[src/rtl/control_unit.sv]
// control_unit
// Multi-cycle instruction sequencer feeding the datapath. Holds PC and IR,
// fetches one 16-bit instruction per FETCH cycle and drives the datapath
// control word during one or more EXEC cycles. LD/ST stay in EXEC until the
// data memory acknowledges. A HALT instruction parks the sequencer until reset.
//
// Optional feature macro: CU_RETIRE_CNT_EN adds a saturating 32-bit retired
// instruction counter on port `retired`.
//
// Ports:
//   clk        system clock, rising edge
//   rst_n      synchronous active-low reset
//   instr_in   instruction memory read data for address pc
//   a_bus      datapath A-bus (JMP target)
//   flag_z     datapath zero flag (BRZ condition)
//   flag_n     datapath negative flag (BRN condition)
//   mem_ack    data memory acknowledge for LD/ST
//   pc         instruction fetch address
//   DA/AA/BA   destination / A-port / B-port register addresses
//   MB         B operand select (1 = const_out)
//   FS         function unit select
//   MD         register write-back select (1 = Datain)
//   RW         register file write enable
//   const_out  zero-extended immediate IR[2:0]
//   MW         data memory write request
//   mem_req    data memory request
//   halted     high while in HALT state
//   illegal    one-cycle pulse after an undefined opcode executes
//   retired    (CU_RETIRE_CNT_EN only) completed instruction count
module control_unit #(
    parameter int              PC_W     = 16,
    parameter logic [PC_W-1:0] RESET_PC = '0
) (
    input  logic            clk,
    input  logic            rst_n,
    input  logic [15:0]     instr_in,
    input  logic [15:0]     a_bus,
    input  logic            flag_z,
    input  logic            flag_n,
    input  logic            mem_ack,
    output logic [PC_W-1:0] pc,
    output logic [2:0]      DA,
    output logic [2:0]      AA,
    output logic [2:0]      BA,
    output logic            MB,
    output logic [3:0]      FS,
    output logic            MD,
    output logic            RW,
    output logic [15:0]     const_out,
    output logic            MW,
    output logic            mem_req,
    output logic            halted,
    output logic            illegal
`ifdef CU_RETIRE_CNT_EN
    ,
    output logic [31:0]     retired
`endif
);

    typedef enum logic [1:0] {
        S_FETCH = 2'd0,
        S_EXEC  = 2'd1,
        S_HALT  = 2'd2
    } state_t;

    state_t          state_reg;
    logic [PC_W-1:0] pc_reg;
    logic [15:0]     ir_reg;
    logic            halted_reg;
    logic            illegal_reg;

    // Instruction fields
    logic [6:0] opcode;
    logic [2:0] dr, sa, sb;
    logic [5:0] offset6;
    logic [PC_W-1:0] offset_ext;

    assign opcode     = ir_reg[15:9];
    assign dr         = ir_reg[8:6];
    assign sa         = ir_reg[5:3];
    assign sb         = ir_reg[2:0];
    assign offset6    = {ir_reg[8:6], ir_reg[2:0]};
    assign offset_ext = {{(PC_W-6){offset6[5]}}, offset6};

    // Opcode classes
    logic is_alu, is_alui, is_ld, is_st, is_brz, is_brn, is_jmp, is_halt, is_undef;

    assign is_alu   = (opcode[6:4] == 3'b000);
    assign is_alui  = (opcode[6:4] == 3'b100);
    assign is_ld    = (opcode == 7'b0010000);
    assign is_st    = (opcode == 7'b0100000);
    assign is_brz   = (opcode == 7'b1100000);
    assign is_brn   = (opcode == 7'b1100001);
    assign is_jmp   = (opcode == 7'b1110000);
    assign is_halt  = (opcode == 7'b1111111);
    assign is_undef = !(is_alu || is_alui || is_ld || is_st ||
                        is_brz || is_brn || is_jmp || is_halt);

    // Memory operations complete only in their ack cycle; everything else
    // (except HALT, handled separately) completes in a single EXEC cycle.
    logic exec_done;
    assign exec_done = !(is_ld || is_st) || mem_ack;

    logic [PC_W-1:0] pc_inc, pc_next;
    assign pc_inc = pc_reg + PC_W'(1);

    always_comb begin
        pc_next = pc_inc;
        if (is_brz && flag_z) begin
            pc_next = pc_reg + offset_ext;
        end else if (is_brn && flag_n) begin
            pc_next = pc_reg + offset_ext;
        end else if (is_jmp) begin
            pc_next = a_bus[PC_W-1:0];
        end
    end

    // Control word: combinational from state and IR. Outside EXEC every
    // field stays at zero, so FETCH and HALT never write anything.
    always_comb begin
        DA        = 3'd0;
        AA        = 3'd0;
        BA        = 3'd0;
        MB        = 1'b0;
        FS        = 4'd0;
        MD        = 1'b0;
        RW        = 1'b0;
        const_out = 16'd0;
        MW        = 1'b0;
        mem_req   = 1'b0;
        if (state_reg == S_EXEC) begin
            if (is_alu || is_alui) begin
                DA = dr;
                AA = sa;
                BA = sb;
                FS = opcode[3:0];
                RW = 1'b1;
                MB = is_alui;
                if (is_alui) begin
                    const_out = {13'd0, sb};
                end
            end else if (is_ld) begin
                DA      = dr;
                AA      = sa;
                MD      = 1'b1;
                mem_req = 1'b1;
                // Register write happens only when the read data is valid.
                RW      = mem_ack;
            end else if (is_st) begin
                AA      = sa;
                BA      = sb;
                mem_req = 1'b1;
                MW      = 1'b1;
            end else if (is_brz || is_brn || is_jmp) begin
                AA = sa;
            end
        end
    end

`ifdef CU_RETIRE_CNT_EN
    logic [31:0] retired_reg;
    assign retired = retired_reg;
`endif

    always_ff @(posedge clk) begin
        if (!rst_n) begin
            state_reg   <= S_FETCH;
            pc_reg      <= RESET_PC;
            ir_reg      <= 16'h0000;
            halted_reg  <= 1'b0;
            illegal_reg <= 1'b0;
`ifdef CU_RETIRE_CNT_EN
            retired_reg <= 32'd0;
`endif
        end else begin
            illegal_reg <= 1'b0;
            case (state_reg)
                S_FETCH: begin
                    ir_reg    <= instr_in;
                    state_reg <= S_EXEC;
                end
                S_EXEC: begin
                    if (is_halt) begin
                        state_reg  <= S_HALT;
                        halted_reg <= 1'b1;
                    end else if (exec_done) begin
                        state_reg   <= S_FETCH;
                        pc_reg      <= pc_next;
                        illegal_reg <= is_undef;
`ifdef CU_RETIRE_CNT_EN
                        if (retired_reg != 32'hFFFF_FFFF) begin
                            retired_reg <= retired_reg + 32'd1;
                        end
`endif
                    end
                end
                default: begin
                    // HALT: frozen until reset
                    state_reg <= S_HALT;
                end
            endcase
        end
    end

    assign pc      = pc_reg;
    assign halted  = halted_reg;
    assign illegal = illegal_reg;

endmodule

[config.mk]
export PLATFORM = sky130hd
export DESIGN_NAME = control_unit
export DESIGN_NICKNAME = d
export VERILOG_FILES = /design/src/rtl/control_unit.sv
export SDC_FILE = /design/constraint.sdc
export NUM_CORES = 1
export LEC_CHECK = 0
export ABC_AREA = 1
export CORE_MARGIN = 3
export CORE_UTILIZATION = 35
export DETAILED_ROUTE_END_ITERATION = 6
export SLEW_MARGIN = 30
export SYNTH_ARGS = -nofsm -noshare
export SYNTH_HDL_FRONTEND = slang
export SYNTH_SLANG_ARGS = --single-unit
export TNS_END_PERCENT = 100
[constraint.sdc]
create_clock -name clk -period 5.2 [get_ports clk]
set_input_delay 1.04 -clock clk [delete_from_list [all_inputs] [get_ports clk]]
set_output_delay 1.04 -clock clk [all_outputs]
set_load 0.03 [all_outputs]
==> impl_metrics.yaml <==
timing:
  clock.fmax_ghz: 0.293
  finalSetupViolCount: 0
  worst_pin_slew_ns: 0.764
  finClkSkew_ns: 0.0105
  worst_slack_ns: 1.78
  finalHoldViolations: 0
  fin_crit_sh: 0.657
  slew_headroom: 0.490
  whs_ns: 0.460
  rsz0062_at_grt: "no"
  final.setup.tns_ns: 0
  maxSlewViolCount: 0
  final.min_clock_period_ns: 3.42
synth:
  synth_edf_count: 0
  ys_ff_latch: 36
  ys_seq_area_frac: 0.216
  ys_warn_count: 0
  ys.flop_type: "dfxtp_1"
  synth_cells: 570
  async_reset_ff_frac: 0
  netlist_area_um2: 3330
  synth_cell_types: 34
  avgSynthCellArea_um2: 5.85
detailed_routing:
  antenna_left: 0
  vias_per_cell: 4.67
  drc_errors: 0
  drtPass1Iterations: 4
  vias: 3581
  wl_per_cell_um: 12.4
  routed_wl_um: 9490
  drt_iter0_drc: 174
finish:
  drive_gt1_frac: 0.0500
  finalInstanceArea_um2: 4210
  syn_to_final_growth_pct: 26.2
  mostFrequentLayoutCells: "151 x nand2_1, 86 x inv_1, 75 x clkdlybuf4s50_1, 74 x nor2_1, 51 x a21oi_1"
  finalNetCount: 693
  mostFrequentLayoutCell: "nand2_1"
  antennaDiodeCount: 0
placed_design:
  gp_congestion: 0.872
  hpwl_um: 7480
  io_buffers: 75
  pre_cts_ws_ns: 1.78
  placed_area_um2: 4110
min_path:
  worstHoldStart: "halted"
  hp-class: "reg2reg"
critical_path:
  setup.worst_path.start_class: "flip-flop"
  path_class: "reg2out"
  worst_r2r_path_depth: 11
  rr_endpoint: "pc[11]"
  timing.rr.start: "ir_reg[8]"
  crit_fanout: 9
  arrival_ns: 2.38
  crit_end: "MD"
  critical_path_depth: 5
  crit_slowest_cell: "clkdlybuf4s50_1"
  r2r_slack_ns: 3.01
  crit_required_ns: 4.16
  cp_cell_sequence: "inv_1, nor2_2, clkinv_1, nor3_1, clkdlybuf4s50_1"
  cpPeakStageDelay_ns: 0.71
  critPathBufInv: 3
  cp-end-kind: "output port"
  cp_top_family: "buffers and inverters"
  crit_start: "state_reg[0]"
die:
  start_util: 0.371
  die_y_um: 104
  core-area_um2: 8980
  num_rows: 34
  die_w_um: 104
  ios: 89
  floorplan.die_area_um2: 10700
power_and_ir_drop:
  p_per_area_nw_per_um2: 186
  p_leak_uw: 0.00187
  ir_drop_mv: 0.0909
  p_total_uw: 784
cts:
  cts_root_buf: "clkbuf_8"
  cts_tree: "done"
  cts_setup_buffers: 0
  post_cts_resized: 0
  cts.clk_slew.worst_paths_ns: 0.07
  cts_buffers: 5
  cts_buffer_depth: 2
  hold_buffers: 0
  cts-htree-levels: 2
  clkSinkCount: 36
  clk_latency_ns: 0.29
outcome:
  status: "finished clean"
global_routing:
  grt_first_pass_wirelength_um: 16500
  overflow: 0
  grt_pass1_vias: 3473
  grt.total_usage: 0.182
  grt_start_max_net_pins: 30
  antenna_found_initial: 0
run:
  drv_cap: 0
cells in the mapped netlist, types with 5 or more instances:
cell type | number | area [um^2]
nor2_1 | 74 | 278
xor2_1 | 6 | 52.6
nand4_1 | 6 | 37.5
a21oi_1 | 51 | 255
ha_1 | 16 | 200
a21oi_2 | 6 | 52.6
nand3_1 | 37 | 185
inv_1 | 86 | 323
buf_4 | 15 | 113
o21ai_0 | 26 | 130
nor2_2 | 5 | 31.3
dfxtp_1 | 36 | 721
nor3_1 | 13 | 65.1
inv_2 | 5 | 18.8
nand2_1 | 151 | 567
metrics by stage:
stage / std cells / utilization
after floorplan: 582 / -
after global placement: 758 / 0.458
after detailed placement: 758 / 0.458
after CTS: 766 / 0.469
after global routing: 766 / 0.469
final: 766 / 0.469
cell families (layout without fill, tap and decap cells):
logic type,Yosys count,count (layout),synth area share
XOR/XNOR,8,8,0.0210
flip-flops,36,36,0.216
adder cells (fa/ha/maj),17,17,0.0660
AO/OA/AOI/OAI,94,94,0.153
buffers and inverters,119,177,0.159
AND/OR/NAND/NOR,295,295,0.384
other,1,13,0.00112
worst reg2reg max path, delay by kind of cell (launching register included):
kind	cells	cell delay [ns]
flip-flops	1	0.65
buffers and inverters	1	0.07
AO/OA/AOI/OAI	2	0.20
AND/OR/NAND/NOR	7	0.74
adder cells (fa/ha/maj)	1	0.39
report_power, final:
part,switching [uW],internal (uW),leakage (uW)
sequential,25.9,294,0.000296
clock,104,108,0.0000445
combinational,157,95.9,0.00153
total,286,498,0.00187
routing by layer:
metal / GRT usage / part of all wire
met5: 0 / 0
met4: 0.0427 / 0.017
met2: 0.300 / 0.44
met3: 0.0398 / 0.053
met1: 0.242 / 0.49
cell type report:
| class | instances | area (um^2) |
|---|---|---|
| Multi-Input combinational cell | 427 | 2130 |
| Timing Repair Buffer | 75 | 751 |
| Tap cell | 126 | 158 |
| Clock buffer | 7 | 86.3 |
| Fill cell | 972 | 4770 |
| Clock inverter | 1 | 7.51 |
| Inverter | 94 | 355 |
| Sequential cell | 36 | 721 |
worst min-delay path by stage:
stage,end,slack (ns),depth (start not counted)
global route,halted,0.49,2
detailed placement,halted,0.45,2
global placement,halted,0.45,2
finish,halted,0.46,2
CTS,halted,0.46,2
floorplan,state_reg[0],0.44,1
No activity file was read; power rests on OpenSTA's default activity.
